`config.mk`:
```
export PLATFORM = sky130hd
export DESIGN_NAME = alu_issue_stage_flat
export DESIGN_NICKNAME = d
export VERILOG_FILES = /design/src/rtl/mips16_pkg.sv /design/src/rtl/alu_issue_stage_if.sv /design/src/rtl/mips16_alu_decode.sv /design/src/rtl/alu_issue_stage.sv /design/src/flat_wrapper.sv
export SDC_FILE = /design/constraint.sdc
export NUM_CORES = 1
export LEC_CHECK = 0
export CELL_PAD_IN_SITES_DETAIL_PLACEMENT = 1
export CELL_PAD_IN_SITES_GLOBAL_PLACEMENT = 2
export CORE_MARGIN = 2
export CORE_UTILIZATION = 28
export DETAILED_ROUTE_END_ITERATION = 16
export GPL_ROUTABILITY_DRIVEN = 1
export PLACE_DENSITY = 0.83
export SLEW_MARGIN = 20
export SYNTH_ARGS = -nofsm -noshare
export SYNTH_HDL_FRONTEND = slang
export SYNTH_SLANG_ARGS = --single-unit
```
`constraint.sdc`:
```
create_clock -name clk -period 4.8 [get_ports clk]
set_input_delay 0.96 -clock clk [delete_from_list [all_inputs] [get_ports clk]]
set_output_delay 0.96 -clock clk [all_outputs]
set_load 0.01 [all_outputs]
```
`src/rtl/mips16_pkg.sv`:
```
// Shared MIPS16 definitions: ALU op codes, opcode/funct constants, register
// indices and the decoded-instruction record passed from decode to issue.
package mips16_pkg;

    typedef enum logic [3:0] {
        ALU_ADD   = 4'd0,
        ALU_AND   = 4'd1,
        ALU_OR    = 4'd2,
        ALU_SLL   = 4'd3,
        ALU_SRL   = 4'd4,
        ALU_SRA   = 4'd5,
        ALU_SUB   = 4'd6,
        ALU_EQUAL = 4'd7,
        ALU_LESS  = 4'd8,
        ALU_MOVE  = 4'd9,
        ALU_EMPTY = 4'd15
    } alu_op_e;

    localparam logic [4:0] OPC_SHIFT = 5'b00110;
    localparam logic [4:0] OPC_ADDIU = 5'b01001;
    localparam logic [4:0] OPC_LI    = 5'b01101;
    localparam logic [4:0] OPC_MOVE  = 5'b01111;
    localparam logic [4:0] OPC_LW    = 5'b10011;
    localparam logic [4:0] OPC_RRR   = 5'b11100;
    localparam logic [4:0] OPC_RR    = 5'b11101;

    localparam logic [1:0] F_ADDU = 2'b01;
    localparam logic [1:0] F_SUBU = 2'b11;
    localparam logic [1:0] F_SLL  = 2'b00;
    localparam logic [1:0] F_SRL  = 2'b10;
    localparam logic [1:0] F_SRA  = 2'b11;
    localparam logic [4:0] F_AND  = 5'b01100;
    localparam logic [4:0] F_OR   = 5'b01101;
    localparam logic [4:0] F_CMP  = 5'b01010;
    localparam logic [4:0] F_SLT  = 5'b00010;

    localparam logic [15:0] NOP_WORD = 16'h0800;
    localparam logic [3:0]  REG_T    = 4'd8;

    typedef enum logic [1:0] {
        SRC_ZERO = 2'd0,
        SRC_REG  = 2'd1,
        SRC_IMM  = 2'd2
    } src_sel_e;

    typedef struct packed {
        alu_op_e     op;
        src_sel_e    a_sel;
        src_sel_e    b_sel;
        logic [15:0] imm;
        logic [3:0]  dest;
        logic        wb_en;
        logic        mem_read;
        logic        illegal;
    } decoded_t;

    localparam decoded_t DEC_EMPTY = '{
        op: ALU_EMPTY, a_sel: SRC_ZERO, b_sel: SRC_ZERO, imm: 16'h0000,
        dest: 4'h0, wb_en: 1'b0, mem_read: 1'b0, illegal: 1'b0
    };

    function automatic logic [15:0] operand_mux(input src_sel_e sel,
                                                input logic [15:0] rf,
                                                input logic [15:0] imm);
        case (sel)
            SRC_REG: operand_mux = rf;
            SRC_IMM: operand_mux = imm;
            default: operand_mux = 16'h0000;
        endcase
    endfunction

endpackage

```
`src/rtl/alu_issue_stage_if.sv`:
```
// Bundle between the decode slot / register file / execute stage and the
// issue stage. master = issue stage, slave = its surroundings.
interface alu_issue_stage_if;
    // Both handshakes transfer on a rising edge where valid & ready are high;
    // valid never depends on ready, and the producer holds its payload stable
    // while valid & !ready.
    logic        in_valid;
    logic        in_ready;
    logic [15:0] instr;
    logic [3:0]  rf_idx_a;
    logic [3:0]  rf_idx_b;
    logic [15:0] rf_data_a;
    logic [15:0] rf_data_b;
    logic        flush;
    logic        ex_valid;
    logic        ex_ready;
    logic [3:0]  ex_op;
    logic [15:0] ex_a;
    logic [15:0] ex_b;
    logic [3:0]  ex_dest;
    logic        ex_wb_en;
    logic        ex_mem_read;
    logic        ex_illegal;

    modport master (
        input  in_valid, instr, rf_data_a, rf_data_b, flush, ex_ready,
        output in_ready, rf_idx_a, rf_idx_b, ex_valid, ex_op, ex_a, ex_b,
               ex_dest, ex_wb_en, ex_mem_read, ex_illegal
    );

    modport slave (
        output in_valid, instr, rf_data_a, rf_data_b, flush, ex_ready,
        input  in_ready, rf_idx_a, rf_idx_b, ex_valid, ex_op, ex_a, ex_b,
               ex_dest, ex_wb_en, ex_mem_read, ex_illegal
    );
endinterface

```
`src/rtl/mips16_alu_decode.sv`:
```
// Combinational MIPS16 decoder: instruction word to ALU op, operand sources,
// destination and register-file read indices.
module mips16_alu_decode
    import mips16_pkg::*;
(
    input  logic [15:0] instr,
    output decoded_t    dec,
    output logic [3:0]  rf_idx_a,
    output logic [3:0]  rf_idx_b
);
    logic [3:0] fx, fy, fz;
    logic [2:0] imm3;

    assign fx   = {1'b0, instr[10:8]};
    assign fy   = {1'b0, instr[7:5]};
    assign fz   = {1'b0, instr[4:2]};
    assign imm3 = instr[4:2];

    decoded_t   d;
    logic [3:0] src_a, src_b;
    logic       legal;

    always_comb begin
        d     = DEC_EMPTY;
        src_a = 4'h0;
        src_b = 4'h0;
        legal = 1'b1;
        case (instr[15:11])
            OPC_RRR: begin
                d.a_sel = SRC_REG;  src_a = fx;
                d.b_sel = SRC_REG;  src_b = fy;
                d.dest  = fz;       d.wb_en = 1'b1;
                if (instr[1:0] == F_ADDU)      d.op = ALU_ADD;
                else if (instr[1:0] == F_SUBU) d.op = ALU_SUB;
                else                           legal = 1'b0;
            end
            OPC_ADDIU: begin
                d.op    = ALU_ADD;
                d.a_sel = SRC_REG;  src_a = fx;
                d.b_sel = SRC_IMM;  d.imm = {{8{instr[7]}}, instr[7:0]};
                d.dest  = fx;       d.wb_en = 1'b1;
            end
            OPC_RR: begin
                d.a_sel = SRC_REG;  src_a = fx;
                d.b_sel = SRC_REG;  src_b = fy;
                d.wb_en = 1'b1;
                case (instr[4:0])
                    F_AND:   begin d.op = ALU_AND;   d.dest = fx;    end
                    F_OR:    begin d.op = ALU_OR;    d.dest = fx;    end
                    F_CMP:   begin d.op = ALU_EQUAL; d.dest = REG_T; end
                    F_SLT:   begin d.op = ALU_LESS;  d.dest = REG_T; end
                    default: legal = 1'b0;
                endcase
            end
            OPC_SHIFT: begin
                // A zero shift field encodes a shift by 8.
                d.a_sel = SRC_REG;  src_a = fy;
                d.b_sel = SRC_IMM;
                d.imm   = (imm3 == 3'd0) ? 16'd8 : {13'd0, imm3};
                d.dest  = fx;       d.wb_en = 1'b1;
                case (instr[1:0])
                    F_SLL:   d.op = ALU_SLL;
                    F_SRL:   d.op = ALU_SRL;
                    F_SRA:   d.op = ALU_SRA;
                    default: legal = 1'b0;
                endcase
            end
            OPC_LI: begin
                d.op    = ALU_MOVE;
                d.a_sel = SRC_IMM;  d.imm = {8'h00, instr[7:0]};
                d.dest  = fx;       d.wb_en = 1'b1;
            end
            OPC_MOVE: begin
                d.op    = ALU_MOVE;
                d.a_sel = SRC_REG;  src_a = fy;
                d.dest  = fx;       d.wb_en = 1'b1;
                legal   = (instr[4:0] == 5'b00000);
            end
            OPC_LW: begin
                d.op       = ALU_ADD;
                d.a_sel    = SRC_REG;  src_a = fx;
                d.b_sel    = SRC_IMM;  d.imm = {{11{instr[4]}}, instr[4:0]};
                d.dest     = fy;       d.wb_en = 1'b1;
                d.mem_read = 1'b1;
            end
            default: legal = (instr == NOP_WORD);
        endcase

        if (!legal) begin
            d         = DEC_EMPTY;
            d.illegal = 1'b1;
        end

        dec      = d;
        rf_idx_a = (d.a_sel == SRC_REG) ? src_a : 4'h0;
        rf_idx_b = (d.b_sel == SRC_REG) ? src_b : 4'h0;
    end
endmodule

```
`src/rtl/alu_issue_stage.sv`:
```
// ID/EX issue stage: decodes one instruction per handshake into the EX
// register feeding the ALU, with load-use bubble and flush handling.
module alu_issue_stage
    import mips16_pkg::*;
#(
    parameter int LOAD_BUBBLES = 1
) (
    input  logic              clk,
    input  logic              rst,
    alu_issue_stage_if.master bus,
    output logic [1:0]        bubble_count
);
    decoded_t   dec;
    logic [3:0] idx_a, idx_b;

    mips16_alu_decode u_decode (
        .instr    (bus.instr),
        .dec      (dec),
        .rf_idx_a (idx_a),
        .rf_idx_b (idx_b)
    );

    assign bus.rf_idx_a = idx_a;
    assign bus.rf_idx_b = idx_b;

    logic        ex_valid_q;
    alu_op_e     ex_op_q;
    logic [15:0] ex_a_q, ex_b_q;
    logic [3:0]  ex_dest_q;
    logic        ex_wb_en_q, ex_mem_read_q, ex_illegal_q;
    logic [1:0]  bubble_q;
    logic [3:0]  load_dest_q;

    logic hazard, in_ready, fire;

    // Only sources actually read by the instruction can collide with the load.
    assign hazard = (bubble_q != 2'd0) & bus.in_valid &
                    (((dec.a_sel == SRC_REG) & (idx_a == load_dest_q)) |
                     ((dec.b_sel == SRC_REG) & (idx_b == load_dest_q)));
    assign in_ready = (!ex_valid_q | bus.ex_ready) & !hazard;
    assign fire     = bus.in_valid & in_ready;

    always_ff @(posedge clk or negedge rst) begin
        if (!rst) begin
            ex_valid_q    <= 1'b0;
            ex_op_q       <= ALU_EMPTY;
            ex_a_q        <= 16'h0000;
            ex_b_q        <= 16'h0000;
            ex_dest_q     <= 4'h0;
            ex_wb_en_q    <= 1'b0;
            ex_mem_read_q <= 1'b0;
            ex_illegal_q  <= 1'b0;
            bubble_q      <= 2'd0;
            load_dest_q   <= 4'h0;
        end else if (bus.flush) begin
            ex_valid_q <= 1'b0;
            ex_op_q    <= ALU_EMPTY;
            bubble_q   <= 2'd0;
        end else begin
            if (fire) begin
                ex_valid_q    <= 1'b1;
                ex_op_q       <= dec.op;
                ex_a_q        <= operand_mux(dec.a_sel, bus.rf_data_a, dec.imm);
                ex_b_q        <= operand_mux(dec.b_sel, bus.rf_data_b, dec.imm);
                ex_dest_q     <= dec.dest;
                ex_wb_en_q    <= dec.wb_en;
                ex_mem_read_q <= dec.mem_read;
                ex_illegal_q  <= dec.illegal;
            end else if (bus.ex_ready) begin
                ex_valid_q <= 1'b0;
                ex_op_q    <= ALU_EMPTY;
            end

            if (fire && dec.mem_read) begin
                bubble_q    <= 2'(LOAD_BUBBLES);
                load_dest_q <= dec.dest;
            end else if (bubble_q != 2'd0) begin
                bubble_q <= bubble_q - 2'd1;
            end
        end
    end

    assign bus.in_ready    = in_ready;
    assign bus.ex_valid    = ex_valid_q;
    assign bus.ex_op       = ex_op_q;
    assign bus.ex_a        = ex_a_q;
    assign bus.ex_b        = ex_b_q;
    assign bus.ex_dest     = ex_dest_q;
    assign bus.ex_wb_en    = ex_wb_en_q;
    assign bus.ex_mem_read = ex_mem_read_q;
    assign bus.ex_illegal  = ex_illegal_q;
    assign bubble_count    = bubble_q;
endmodule

```
`src/flat_wrapper.sv`:
```
// flat-port wrapper written by rule: the top's interface ports become plain ports
module alu_issue_stage_flat import mips16_pkg::*;
#(
    parameter int LOAD_BUBBLES = 1
)
  (clk, rst, bubble_count, bus_in_valid, bus_instr, bus_rf_data_a, bus_rf_data_b, bus_flush, bus_ex_ready, bus_in_ready, bus_rf_idx_a, bus_rf_idx_b, bus_ex_valid, bus_ex_op, bus_ex_a, bus_ex_b, bus_ex_dest, bus_ex_wb_en, bus_ex_mem_read, bus_ex_illegal);
  alu_issue_stage_if bus_i ();
  input  logic clk;
  input  logic rst;
  output logic [1:0] bubble_count;
  input wire logic [$bits(bus_i.in_valid)-1:0] bus_in_valid;
  input wire logic [$bits(bus_i.instr)-1:0] bus_instr;
  input wire logic [$bits(bus_i.rf_data_a)-1:0] bus_rf_data_a;
  input wire logic [$bits(bus_i.rf_data_b)-1:0] bus_rf_data_b;
  input wire logic [$bits(bus_i.flush)-1:0] bus_flush;
  input wire logic [$bits(bus_i.ex_ready)-1:0] bus_ex_ready;
  output wire logic [$bits(bus_i.in_ready)-1:0] bus_in_ready;
  output wire logic [$bits(bus_i.rf_idx_a)-1:0] bus_rf_idx_a;
  output wire logic [$bits(bus_i.rf_idx_b)-1:0] bus_rf_idx_b;
  output wire logic [$bits(bus_i.ex_valid)-1:0] bus_ex_valid;
  output wire logic [$bits(bus_i.ex_op)-1:0] bus_ex_op;
  output wire logic [$bits(bus_i.ex_a)-1:0] bus_ex_a;
  output wire logic [$bits(bus_i.ex_b)-1:0] bus_ex_b;
  output wire logic [$bits(bus_i.ex_dest)-1:0] bus_ex_dest;
  output wire logic [$bits(bus_i.ex_wb_en)-1:0] bus_ex_wb_en;
  output wire logic [$bits(bus_i.ex_mem_read)-1:0] bus_ex_mem_read;
  output wire logic [$bits(bus_i.ex_illegal)-1:0] bus_ex_illegal;
  assign bus_i.in_valid = bus_in_valid;
  assign bus_i.instr = bus_instr;
  assign bus_i.rf_data_a = bus_rf_data_a;
  assign bus_i.rf_data_b = bus_rf_data_b;
  assign bus_i.flush = bus_flush;
  assign bus_i.ex_ready = bus_ex_ready;
  assign bus_in_ready = bus_i.in_ready;
  assign bus_rf_idx_a = bus_i.rf_idx_a;
  assign bus_rf_idx_b = bus_i.rf_idx_b;
  assign bus_ex_valid = bus_i.ex_valid;
  assign bus_ex_op = bus_i.ex_op;
  assign bus_ex_a = bus_i.ex_a;
  assign bus_ex_b = bus_i.ex_b;
  assign bus_ex_dest = bus_i.ex_dest;
  assign bus_ex_wb_en = bus_i.ex_wb_en;
  assign bus_ex_mem_read = bus_i.ex_mem_read;
  assign bus_ex_illegal = bus_i.ex_illegal;
  alu_issue_stage #(.LOAD_BUBBLES(LOAD_BUBBLES)) u_core (.clk(clk), .rst(rst), .bus(bus_i), .bubble_count(bubble_count));
endmodule
```
==> PnR_summary.wiki, run 1 <==
{| class="wikitable"
! Metric !! Value
|-
| Run status || completed
|-
| Effective utilization at floorplan || 28.7%
|-
| Average size of a mapped cell || 9.81 um^2
|-
| Critical setup path kind || in -> out
|-
| Static leakage power || 2.16 nW
|-
| Net total in the final layout || 535
|-
| Count of buffering cells on the critical path with inverters included || 2
|-
| Most repeated library cell on the critical path || sky130_fd_sc_hd__clkdlybuf4s50_1
|-
| Final setup violating endpoints || 0
|-
| Transition time at the pin with the least slew margin || 0.670 ns
|-
| Top cells by area, synth || sky130_fd_sc_hd__dfrtp_1 (33%), sky130_fd_sc_hd__mux2_4 (15%), sky130_fd_sc_hd__a21oi_1 (4.5%), sky130_fd_sc_hd__nor2_1 (3.9%), sky130_fd_sc_hd__nand2_1 (3.4%)
|-
| Final-report hold violation count || 0
|-
| Detailed-route DRC error count || 0
|-
| Final-layout setup total negative slack || 0 ns
|-
| Antenna Cells || 0
|-
| Clock slew at the register clock pins of the worst setup and hold paths || 0.07 ns
|-
| Via count of the first global-routing pass || 3327
|-
| Hold-critical path depth || 1
|-
| Proportion of register bits with asynchronous set or reset after synthesis || 100%
|-
| Required arrival time at the worst endpoint || 3.84 ns
|-
| Dpl cell area || 0.00487 mm^2
|-
| Number of buffers added by the clock tree synthesis step || 5
|-
| Endpoint class of the critical path || output pin
|-
| Clock sink total || 50
|-
| Power per cell area || 214 mW/mm^2
|-
| Sort of element at the start of the critical path || input port
|-
| Minimum clock period || 4.65 ns
|-
| Number of antenna violations at the first check in global routing || 0
|-
| Share of the core filled with cells || 42.2%
|-
| Total via count after detailed routing || 3219
|-
| Fraction of the yosys area taken by sequential cells || 36.3%
|-
| Floorplan die width || 115 um
|-
| Global-route wire length before repair || 18000 um
|-
| Wirelength per Cell || 18.1 um
|-
| Placer congestion estimate || 0.830
|-
| Crit-path leading delay family || simple AND/OR/NAND/NOR gates
|-
| Commonest cells post-synth || sky130_fd_sc_hd__dfrtp_1 (46), sky130_fd_sc_hd__nor2_1 (36), sky130_fd_sc_hd__mux2_4 (34)
|-
| Cell Rows || 40
|-
| Area Growth Syn to Fin || 46.9%
|-
| Estimated wirelength of the detail-placed design || 8950 um
|-
| Clk Latency, worst-skew pair || 0.30 ns
|-
| TritonCTS clock tree || yes
|-
| Pin count of the biggest net entering global routing || 51
|-
| Hold WS || 0.513 ns
|-
| Hold Startpoint || u_core.bus.ex_b[15]
|-
| Std-Cell Core Area || 0.0121 mm^2
|-
| Worst slew slack as a fraction of its limit || 55.3%
|-
| Most used flip-flop cell after synthesis || sky130_fd_sc_hd__dfrtp_1
|-
| Number of buffers added on ports || 105
|-
| Worst-path cell chain || clkdlybuf4s50_1 > or3b_1 > a21oi_4 > o21ai_2 > and3_4 > or4_4 > o31ai_2 > a32oi_1 > clkdlybuf4s50_1
|-
| Pins over their slew limit || 0
|-
| Count of cell instances traversed by the critical path || 9
|-
| Maximum clock frequency || 0.215 GHz
|-
| Filler cells || 1359
|-
| Critical Path Start || bus_instr[11]
|-
| Final ANT Viol Nets || 0
|-
| Number of violations reported at the end of detailed-routing iteration 0 || 155
|-
| Worst Path Arrival || 3.69 ns
|-
| R2r startpoint || u_core.load_dest_q[1]
|-
| Count of synthesis-stage warnings from yosys || 0
|-
| Total wirelength of the detailed-routed design || 11700 um
|-
| CP Max Fanout || 4
|-
| Peak supply drop || 0.000132 V
|-
| Share of the clock period used by the worst path after layout || 96.8%
|-
| Clock Tree Root || sky130_fd_sc_hd__clkbuf_16
|-
| Clock buffer depth || 2
|-
| H-tree depth || 2
|-
| Area share of the largest cell type after synthesis || 33.2%
|-
| Post-route cell area || 0.00508 mm^2
|-
| Height of the chip || 115 um
|-
| Combined area of the multi-input logic cells || 0.00205 mm^2
|-
| Cell area after synthesis || 0.00346 mm^2
|-
| Worst min-delay path category || reg -> reg
|-
| Setup repair after global routing missed its margin || no
|-
| Cell count of the worst reg-to-reg path || 7
|-
| Pre-antenna DRT Iters || 4
|-
| Total Die Area || 0.0133 mm^2
|-
| Biggest area consumer among synthesized cells || sky130_fd_sc_hd__dfrtp_1
|-
| Total GRT Usage || 17.5%
|-
| Total of flip-flops plus latches after synthesis || 50
|-
| Number of vias per cell || 4.98
|-
| Post-placement worst setup slack || 0.0455 ns
|-
| Slowest CP cell || sky130_fd_sc_hd__or4_4
|-
| Number of enable flip-flop cells after synthesis || 0
|-
| Top Ports || 108
|-
| CP max stage delay || 0.51 ns
|-
| Most frequently used cell type in the post-synthesis netlist || sky130_fd_sc_hd__dfrtp_1
|-
| GRT overflow || 0
|-
| Max cap viols || 0
|-
| Final worst-path setup slack || 0.154 ns
|-
| Sequential cell area || 0.00126 mm^2
|-
| Count of cell types in the netlist || 66
|-
| Largest clock skew in the final design || 0.00833 ns
|-
| Number of standard cells after synthesis || 353
|-
| Ratio of cells with drive above 1 in the final layout || 22.8%
|}
routing by layer:
layer	global-route usage, %	part of all wire, %	routed length (um)
met1	24.9	47	5500
met2	28.2	48	5570
met3	2.32	4.0	461
met4	4.02	1.1	130
met5	0	0	0
per-stage QoR:
step                std cells  power, mW
CTS                       646       1.09
global placement          638      0.722
global route              646       1.15
detailed placement        638      0.726
finish                    646       1.09
floorplan                 354      0.595
final cells by class:
class,count,area share [%]
Sequential cell,50,24.7
Multi-Input combinational cell,263,40.3
Clock buffer,5,2.46
Inverter,13,0.960
Tap cell,168,4.13
Timing Repair Buffer,144,26.9
Clock inverter,3,0.468
state kept, by name, indices dropped and copies added (netlist names):
register                cells
u_core.bus.ex_a            16
u_core.bus.ex_mem_read      1
u_core.bus.ex_illegal       1
u_core.bus.ex_wb_en         1
u_core.bus.ex_b            16
u_core.bus.ex_dest          4
u_core.bus.ex_op            4
u_core.load_dest_q          4
u_core.bus.ex_valid         1
u_core.bubble_count         2
placed cells by master, fill, tap and decap left out, types with 4 or more instances in the layout:
cell type / instances
sky130_fd_sc_hd__a21oi_1: 31
sky130_fd_sc_hd__dlymetal6s2s_1: 6
sky130_fd_sc_hd__nor2_1: 36
sky130_fd_sc_hd__o21ai_0: 6
sky130_fd_sc_hd__dfstp_2: 4
sky130_fd_sc_hd__mux2_1: 4
sky130_fd_sc_hd__nand2_1: 31
sky130_fd_sc_hd__buf_4: 37
sky130_fd_sc_hd__nand2b_1: 6
sky130_fd_sc_hd__mux2_4: 34
sky130_fd_sc_hd__nand3_1: 5
sky130_fd_sc_hd__inv_1: 13
sky130_fd_sc_hd__a32oi_1: 11
sky130_fd_sc_hd__and3_1: 7
sky130_fd_sc_hd__dfrtp_1: 46
sky130_fd_sc_hd__ha_1: 5
sky130_fd_sc_hd__a22o_1: 5
sky130_fd_sc_hd__clkdlybuf4s50_1: 98
sky130_fd_sc_hd__a22oi_1: 7
sky130_fd_sc_hd__clkbuf_16: 5
cells by family after synthesis:
group	Yosys count	synth area share (%)
compound gates	93	19.9
xor+xnor	3	0.759
fa+ha+maj	5	1.81
buf+inv	41	5.89
flops	50	36.3
mux	41	16.9
other cells	1	0.108
simple gates	119	18.3
final timing paths:
path / to / slack, ns
worst max-delay path: bus_in_ready / 0.15
worst min-delay path: u_core.bus.ex_b[15] / 0.51
worst max register to register: u_core.bus.ex_a[0] / 2.43
worst min register to register: u_core.bus.ex_b[15] / 0.51
max in group asynchronous: u_core.bus.ex_a[0] / 3.57
min in group asynchronous: u_core.load_dest_q[0] / 0.76
what timing repair did:
action | 4_1_cts | 5_1_grt
gates resized for setup | 0 | 15
buffers inserted | 0 | 0
setup endpoints to repair | 0 | 4
hold buffers | 0 | 0
worst reg2reg max path: stages (launching register included):
cell	delay, ns
sky130_fd_sc_hd__dfrtp_1	0.45
sky130_fd_sc_hd__and3_1	0.20
sky130_fd_sc_hd__o22a_1	0.20
sky130_fd_sc_hd__a41o_1	0.27
sky130_fd_sc_hd__nor2_1	0.17
sky130_fd_sc_hd__a21boi_4	0.24
sky130_fd_sc_hd__buf_12	0.30
sky130_fd_sc_hd__mux2_2	0.44
where the power goes:
group	internal, mW	total, mW	switching, mW	leakage, nW
clock	0.195	0.368	0.172	0.0664
sequential	0.436	0.446	0.0107	0.677
combinational	0.136	0.272	0.137	1.41
No activity file was read; power rests on OpenSTA's default activity.
==> inputs of run 2 (changes only) <==
--- a/config.mk
+++ b/config.mk
@@ -7,7 +7,6 @@
 export LEC_CHECK = 0
 export CELL_PAD_IN_SITES_DETAIL_PLACEMENT = 1
 export CELL_PAD_IN_SITES_GLOBAL_PLACEMENT = 2
-export CORE_MARGIN = 2
 export CORE_UTILIZATION = 28
 export DETAILED_ROUTE_END_ITERATION = 16
 export GPL_ROUTABILITY_DRIVEN = 1
==> PnR_summary.wiki, run 2 (same netlist as run 1, synthesis figures left out) <==
{| class="wikitable"
! Metric !! Value
|-
| Run status || completed (unchanged)
|-
| Worst min-delay path category || reg -> reg (unchanged)
|-
| Required arrival time at the worst endpoint || 3.84 ns (about the same)
|-
| Peak supply drop || 0.000133 V (was 0.000132 V)
|-
| Static leakage power || 2.19 nW (was 2.16 nW)
|-
| Minimum clock period || 4.57 ns (was 4.65 ns)
|-
| Transition time at the pin with the least slew margin || 0.650 ns (was 0.670 ns)
|-
| Max cap viols || 0 (unchanged)
|-
| Number of vias per cell || 5.15 (was 4.98)
|-
| Dpl cell area || 0.00492 mm^2 (was 0.00487 mm^2)
|-
| Std-Cell Core Area || 0.0120 mm^2 (was 0.0121 mm^2)
|-
| Critical Path Start || bus_instr[13] (was bus_instr[11])
|-
| R2r startpoint || u_core.bubble_count[0] (was u_core.load_dest_q[1])
|-
| Most frequent standard cell in the layout excluding fill and tap cells || sky130_fd_sc_hd__clkdlybuf4s50_1 (unchanged)
|-
| Number of antenna violations at the first check in global routing || 0 (unchanged)
|-
| Wirelength per Cell || 18.9 um (was 18.1 um)
|-
| Antenna Cells || 0 (unchanged)
|-
| Pre-antenna DRT Iters || 4 (unchanged)
|-
| Total via count after detailed routing || 3264 (was 3219)
|-
| Endpoint class of the critical path || output pin (unchanged)
|-
| Total Die Area || 0.0128 mm^2 (was 0.0133 mm^2)
|-
| Top library cells by usage in the layout, fill and taps aside || sky130_fd_sc_hd__clkdlybuf4s50_1 (99), sky130_fd_sc_hd__dfrtp_1 (46), sky130_fd_sc_hd__buf_4 (45) (was sky130_fd_sc_hd__clkdlybuf4s50_1 (98), sky130_fd_sc_hd__dfrtp_1 (46), sky130_fd_sc_hd__buf_4 (37))
|-
| Share of the clock period used by the worst path after layout || 95.2% (was 96.8%)
|-
| Sort of element at the start of the critical path || input port (unchanged)
|-
| Hold Startpoint || u_core.bus.ex_dest[3] (was u_core.bus.ex_b[15])
|-
| Placer congestion estimate || 0.893 (was 0.830)
|-
| Top Ports || 108 (unchanged)
|-
| Most repeated library cell on the critical path || sky130_fd_sc_hd__buf_4 (was sky130_fd_sc_hd__clkdlybuf4s50_1)
|-
| Critical setup path kind || in -> out (unchanged)
|-
| Clk Latency, worst-skew pair || 0.30 ns (about the same)
|-
| Worst-path cell chain || clkdlybuf4s50_1 > buf_4 > buf_4 > buf_4 > nor4_2 > nand4_1 > nand3_1 > o21ai_0 > inv_1 > ha_1 > inv_1 > a21oi_1 > clkdlybuf4s50_1 (was clkdlybuf4s50_1 > or3b_1 > a21oi_4 > o21ai_2 > and3_4 > or4_4 > o31ai_2 > a32oi_1 > clkdlybuf4s50_1)
|-
| Total wirelength of the detailed-routed design || 12000 um (was 11700 um)
|-
| CP max stage delay || 0.59 ns (was 0.51 ns)
|-
| Setup repair after global routing missed its margin || no (unchanged)
|-
| Final setup violating endpoints || 0 (unchanged)
|-
| Filler cells || 1371 (was 1359)
|-
| Effective utilization at floorplan || 28.8% (was 28.7%)
|-
| Pin count of the biggest net entering global routing || 51 (unchanged)
|-
| Maximum clock frequency || 0.219 GHz (was 0.215 GHz)
|-
| Number of buffers added by the clock tree synthesis step || 5 (unchanged)
|-
| Clock slew at the register clock pins of the worst setup and hold paths || 0.07 ns (about the same)
|-
| Number of buffers added to fix hold violations after cts || 0 (unchanged)
|-
| Ratio of cells with drive above 1 in the final layout || 24.6% (was 22.8%)
|-
| Clock Tree Root || sky130_fd_sc_hd__clkbuf_16 (unchanged)
|-
| Final ANT Viol Nets || 0 (unchanged)
|-
| Clock sink total || 50 (unchanged)
|-
| Detailed-route DRC error count || 0 (unchanged)
|-
| Number of violations reported at the end of detailed-routing iteration 0 || 129 (was 155)
|-
| Pins over their slew limit || 0 (unchanged)
|-
| Area Growth Syn to Fin || 48.4% (was 46.9%)
|-
| Final-layout setup total negative slack || 0 ns (unchanged)
|-
| Worst Path Arrival || 3.61 ns (was 3.69 ns)
|-
| Estimated wirelength of the detail-placed design || 9280 um (was 8950 um)
|-
| Cell Rows || 40 (unchanged)
|-
| Via count of the first global-routing pass || 3583 (was 3327)
|-
| TritonCTS clock tree || yes (unchanged)
|-
| Power per cell area || 213 mW/mm^2 (was 214 mW/mm^2)
|-
| Net total in the final layout || 544 (was 535)
|-
| Final-report hold violation count || 0 (unchanged)
|-
| Number of buffers added on ports || 105 (unchanged)
|-
| Worst slew slack as a fraction of its limit || 56.7% (was 55.3%)
|-
| Floorplan die width || 113 um (was 115 um)
|-
| CP Max Fanout || 7 (was 4)
|-
| Post-route cell area || 0.00514 mm^2 (was 0.00508 mm^2)
|-
| Global-route wire length before repair || 19400 um (was 18000 um)
|-
| GRT overflow || 0 (unchanged)
|-
| H-tree depth || 2 (unchanged)
|-
| Slowest CP cell || sky130_fd_sc_hd__clkdlybuf4s50_1 (was sky130_fd_sc_hd__or4_4)
|-
| Height of the chip || 113 um (was 115 um)
|-
| Largest clock skew in the final design || 0.00420 ns (was 0.00833 ns)
|-
| Clock buffer depth || 2 (unchanged)
|-
| Total GRT Usage || 19.3% (was 17.5%)
|}
==> run 2: cell count changes in the layout (fill, tap and decap cells not counted), moves of 2 or more <==
| cell | previous run | this run |
|---|---|---|
| sky130_fd_sc_hd__nand2b_2 | 0 | 2 |
| sky130_fd_sc_hd__clkinvlp_4 | 2 | 0 |
| sky130_fd_sc_hd__clkinv_2 | 0 | 2 |
| sky130_fd_sc_hd__buf_4 | 37 | 45 |
| sky130_fd_sc_hd__dlymetal6s2s_1 | 6 | 4 |
| sky130_fd_sc_hd__buf_12 | 1 | 3 |
==> run 2: area by class of cell <==
class	count	area, um^2	share of cell area, %
well taps	147	184	3.58
multi-input cells	263	2050	40.0
inverters	13	48.8	0.950
clock inverters	3	18.8	0.365
clock buffers	5	125	2.43
flip-flops and latches	50	1260	24.4
repair buffers	153	1450	28.3
==> run 2: report_power, final <==
| part | leakage, nW | total, mW | switching (mW) | internal [mW] |
|---|---|---|---|---|
| clock | 0.0740 | 0.360 | 0.166 | 0.194 |
| sequential | 0.677 | 0.447 | 0.0114 | 0.436 |
| combinational | 1.44 | 0.287 | 0.145 | 0.142 |
| total | 2.19 | 1.09 | 0.322 | 0.771 |
==> run 2: critical path: cells and delay by family <==
kind                       cells  cell delay [ns]
AOI/OAI and AO/OA              2             0.34
buffers and inverters          7             1.67
adders and majority gates      1             0.17
and+or+nand+nor                3             0.49
==> run 2: path summary, 6_finish.rpt <==
path | endpoint | slack [ns] | depth (start not counted)
max reg2reg | u_core.bus.ex_dest[3] | 2.28 | 8
min in group asynchronous | u_core.bus.ex_a[10] | 0.77 | 2
max | bus_rf_idx_a[2] | 0.23 | 13
max in group asynchronous | u_core.bus.ex_illegal | 3.58 | 2
min reg2reg | u_core.bus.ex_dest[3] | 0.49 | 1
min | u_core.bus.ex_dest[3] | 0.49 | 1
==> run 2: layer usage <==
layer,track usage (%),share of wire [%],vias up,wire [um]
met2,33.3,50,74,5980
met5,0,0,-,0
met4,5.09,1.7,0,207
met1,24.9,44,1630,5330
li1,-,-,1546,-
met3,3.21,3.9,14,467
==> run 2: repair_timing <==
action	4_1_cts	5_1_grt
resized for setup	4	10
pin swaps	2	1
setup endpoints to repair	1	3
setup buffers	2	0
==> run 2: per-stage QoR <==
step | hold slack (ns) | worst slack, ns | std cells | power, mW | util (%)
after floorplan | 0.482 | 0.594 | 354 | 0.595 | -
final | 0.493 | 0.230 | 634 | 1.09 | 42.8
after CTS | 0.502 | 0.0142 | 634 | 1.10 | 42.5
after detailed placement | 0.487 | -0.0372 | 624 | 0.741 | 41.0
after global routing | 0.518 | 0.0506 | 634 | 1.15 | 42.8
after global placement | 0.477 | -0.00447 | 624 | 0.734 | 41.0
==> inputs of run 3 (changes only) <==
--- a/config.mk
+++ b/config.mk
@@ -7,11 +7,12 @@
 export LEC_CHECK = 0
 export CELL_PAD_IN_SITES_DETAIL_PLACEMENT = 1
 export CELL_PAD_IN_SITES_GLOBAL_PLACEMENT = 2
-export CORE_UTILIZATION = 28
+export CORE_ASPECT_RATIO = 0.75
+export CORE_UTILIZATION = 29
+export CTS_BUF_LIST = sky130_fd_sc_hd__clkbuf_4
 export DETAILED_ROUTE_END_ITERATION = 16
 export GPL_ROUTABILITY_DRIVEN = 1
-export PLACE_DENSITY = 0.83
-export SLEW_MARGIN = 20
+export PLACE_DENSITY = 0.86
 export SYNTH_ARGS = -nofsm -noshare
 export SYNTH_HDL_FRONTEND = slang
 export SYNTH_SLANG_ARGS = --single-unit
==> PnR_summary.wiki, run 3 (same netlist as run 1, synthesis figures left out) <==
{| class="wikitable"
! Metric !! Value
|-
| Maximum clock frequency || 0.216 GHz (was 0.219 GHz)
|-
| Internal || 629 uW (was 771 uW)
|-
| Number of vias per cell || 5.10 (was 5.15)
|-
| Clock power frac || 23.0% (was 32.9%)
|-
| Height of the chip || 96.6 um (was 113 um)
|-
| Worst slew slack as a fraction of its limit || 54.5% (was 56.7%)
|-
| Global-route wire length before repair || 19800 um (was 19400 um)
|-
| Switching Fraction || 33.5% (was 29.5%)
|-
| CP max stage delay || 0.55 ns (was 0.59 ns)
|-
| Total power of the final layout || 946 uW (was 1.09 mW)
|-
| Via count of the first global-routing pass || 3516 (was 3583)
|-
| Total wirelength of the detailed-routed design || 12200 um (was 12000 um)
|-
| Largest clock skew in the final design || 0.0264 ns (was 0.00420 ns)
|-
| TritonCTS clock tree || yes (unchanged)
|-
| CP Max Fanout || 12 (was 7)
|-
| Most frequent standard cell in the layout excluding fill and tap cells || sky130_fd_sc_hd__clkdlybuf4s50_1 (unchanged)
|-
| Final setup violating endpoints || 0 (unchanged)
|-
| Sort of element at the start of the critical path || input port (unchanged)
|-
| Worst min-delay path category || reg -> reg (unchanged)
|-
| Critical setup path kind || in -> out (unchanged)
|-
| Slowest CP cell || sky130_fd_sc_hd__clkdlybuf4s50_1 (unchanged)
|-
| Number of buffers added on ports || 105 (unchanged)
|-
| Estimated wirelength of the detail-placed design || 9270 um (was 9280 um)
|-
| Total GRT Usage || 20.7% (was 19.3%)
|-
| Count of buffering cells on the critical path with inverters included || 7 (unchanged)
|-
| Run status || completed (unchanged)
|-
| Ratio of cells with drive above 1 in the final layout || 22.3% (was 24.6%)
|-
| Placer congestion estimate || 0.895 (was 0.893)
|-
| Net total in the final layout || 537 (was 544)
|-
| H-tree depth || 2 (unchanged)
|-
| Number of antenna violations at the first check in global routing || 1 (was 0)
|-
| Top library cells by usage in the layout, fill and taps aside || sky130_fd_sc_hd__clkdlybuf4s50_1 (103), sky130_fd_sc_hd__dfrtp_1 (46), sky130_fd_sc_hd__buf_4 (40) (was sky130_fd_sc_hd__clkdlybuf4s50_1 (99), sky130_fd_sc_hd__dfrtp_1 (46), sky130_fd_sc_hd__buf_4 (45))
|-
| Minimum clock period || 4.63 ns (was 4.57 ns)
|-
| Clock slew at the register clock pins of the worst setup and hold paths || 0.15 ns (was 0.07 ns)
|-
| Clock buffer depth || 2 (unchanged)
|-
| Sw Pwr || 317 uW (was 322 uW)
|-
| Wirelength per Cell || 19.0 um (was 18.9 um)
|-
| Most repeated library cell on the critical path || sky130_fd_sc_hd__buf_4 (unchanged)
|-
| Share of the clock period used by the worst path after layout || 96.5% (was 95.2%)
|-
| Required arrival time at the worst endpoint || 3.84 ns (about the same)
|-
| Total via count after detailed routing || 3280 (was 3264)
|-
| Worst-path cell chain || clkdlybuf4s50_1 > buf_4 > or3b_1 > a21oi_2 > buf_4 > or2_2 > o21ai_0 > inv_1 > ha_1 > inv_1 > buf_4 > a21oi_1 > clkdlybuf4s50_1 (was clkdlybuf4s50_1 > buf_4 > buf_4 > buf_4 > nor4_2 > nand4_1 > nand3_1 > o21ai_0 > inv_1 > ha_1 > inv_1 > a21oi_1 > clkdlybuf4s50_1)
|-
| Power per cell area || 191 mW/mm^2 (was 213 mW/mm^2)
|-
| Number of violations reported at the end of detailed-routing iteration 0 || 169 (was 129)
|-
| Number of buffers added to fix hold violations after cts || 0 (unchanged)
|-
| Number of buffers added by the clock tree synthesis step || 5 (unchanged)
|-
| Floorplan die width || 128 um (was 113 um)
|-
| Met2 layer usage reported by global route || 30.6% (was 33.3%)
|-
| Setup repair after global routing missed its margin || no (unchanged)
|-
| Final ANT Viol Nets || 0 (unchanged)
|-
| Final worst-path setup slack || 0.167 ns (was 0.230 ns)
|-
| Crit-path leading delay family || buffers and inverters (unchanged)
|-
| Max cap viols || 0 (unchanged)
|-
| Clock sink total || 50 (unchanged)
|-
| Met1 track utilization from global routing || 31.0% (was 24.9%)
|-
| Post-placement worst setup slack || -0.0364 ns (was -0.0372 ns)
|-
| GRT overflow || 0 (unchanged)
|-
| GR met3 Demand/Resource || 3.71% (was 3.21%)
|-
| Most Used Layer, Global Route || met1 (was met2)
|-
| Cell Rows || 34 (was 40)
|-
| Logic pwr share || 29.7% (was 26.2%)
|-
| Detailed-route DRC error count || 0 (unchanged)
|-
| Post-CTS setup buffer count || 0 (was 2)
|-
| Pre-antenna DRT Iters || 4 (unchanged)
|-
| Clk Latency, worst-skew pair || 0.41 ns (was 0.30 ns)
|-
| Endpoint class of the critical path || output pin (unchanged)
|-
| Top Ports || 108 (unchanged)
|-
| Part of the power in registers || 47.2% (was 40.9%)
|-
| Std-Cell Core Area || 0.0116 mm^2 (was 0.0120 mm^2)
|-
| Final-layout setup total negative slack || 0 ns (unchanged)
|-
| Total Die Area || 0.0124 mm^2 (was 0.0128 mm^2)
|-
| Peak supply drop || 0.0000969 V (was 0.000133 V)
|-
| Final-report hold violation count || 0 (unchanged)
|-
| Pins over their slew limit || 0 (unchanged)
|-
| Transition time at the pin with the least slew margin || 0.683 ns (was 0.650 ns)
|-
| Effective utilization at floorplan || 29.8% (was 28.8%)
|-
| Pin count of the biggest net entering global routing || 51 (unchanged)
|-
| Worst Path Arrival || 3.67 ns (was 3.61 ns)
|-
| Clock Tree Root || sky130_fd_sc_hd__clkbuf_4 (was sky130_fd_sc_hd__clkbuf_16)
|-
| Area Growth Syn to Fin || 42.8% (was 48.4%)
|-
| Static leakage power || 2.06 nW (was 2.19 nW)
|}
-- run 3: layer usage --
layer	wire, um	vias up
li1	-	1534
met1	6250	1649
met5	0	-
met2	5280	91
met4	114	0
met3	598	6
-- run 3: power groups by stage --
stage | sequential, mW | clock, mW | combinational [mW]
finish | 0.447 | 0.218 | 0.281
global route | 0.449 | 0.240 | 0.306
CTS | 0.447 | 0.231 | 0.280
detailed placement | 0.455 | 0 | 0.279
global placement | 0.454 | 0 | 0.276
floorplan | 0.460 | 0 | 0.136
-- run 3: timing repair --
| item | in CTS | in global routing |
|---|---|---|
| setup endpoints to repair | 1 | 2 |
| pin swaps | 1 | 0 |
| resized for setup | 1 | 1 |
-- run 3: per-stage QoR --
step | area, um^2 | cells | utilization, % | hold slack [ns]
after detailed placement | 4880 | 634 | 42.0 | 0.496
after floorplan | 3470 | 354 | - | 0.482
after global placement | 4880 | 634 | 42.0 | 0.497
after CTS | 4940 | 642 | 42.5 | 0.537
after global routing | 4940 | 643 | 42.6 | 0.553
final | 4940 | 643 | 42.6 | 0.533
-- run 3: path summary, 6_finish.rpt --
check                      cells past startpoint  slack, ns             endpoint              startpoint
max                                           13       0.17      bus_rf_idx_a[0]           bus_instr[15]
min                                            1       0.53  u_core.bus.ex_b[14]     u_core.bus.ex_b[14]
max reg2reg                                    8       2.49   u_core.bus.ex_b[7]  u_core.bubble_count[0]
min reg2reg                                    1       0.53  u_core.bus.ex_b[14]     u_core.bus.ex_b[14]
max in group asynchronous                      2       3.68  u_core.bus.ex_b[13]                     rst
min in group asynchronous                      2       0.65   u_core.bus.ex_a[9]                     rst
-- run 3: worst register-to-register path, cell delays in order (launching register included) --
cell and delay, ns:
sky130_fd_sc_hd__dfrtp_1 0.43, sky130_fd_sc_hd__inv_1 0.07, sky130_fd_sc_hd__ha_1 0.29, sky130_fd_sc_hd__nor2_1 0.13
sky130_fd_sc_hd__a41o_1 0.29, sky130_fd_sc_hd__nor2_1 0.14, sky130_fd_sc_hd__a21boi_4 0.24, sky130_fd_sc_hd__buf_12 0.26
sky130_fd_sc_hd__mux2_4 0.36
-- run 3: layout make-up --
type                            count  area, um^2
Inverter                           13        48.8
Multi-Input combinational cell    263        2010
Tap cell                          162         203
Clock buffer                        5        37.5
Antenna cell                        1        2.50
Sequential cell                    50        1260
Clock inverter                      3        21.3
Timing Repair Buffer              146        1370
Fill cell                        1313        6670
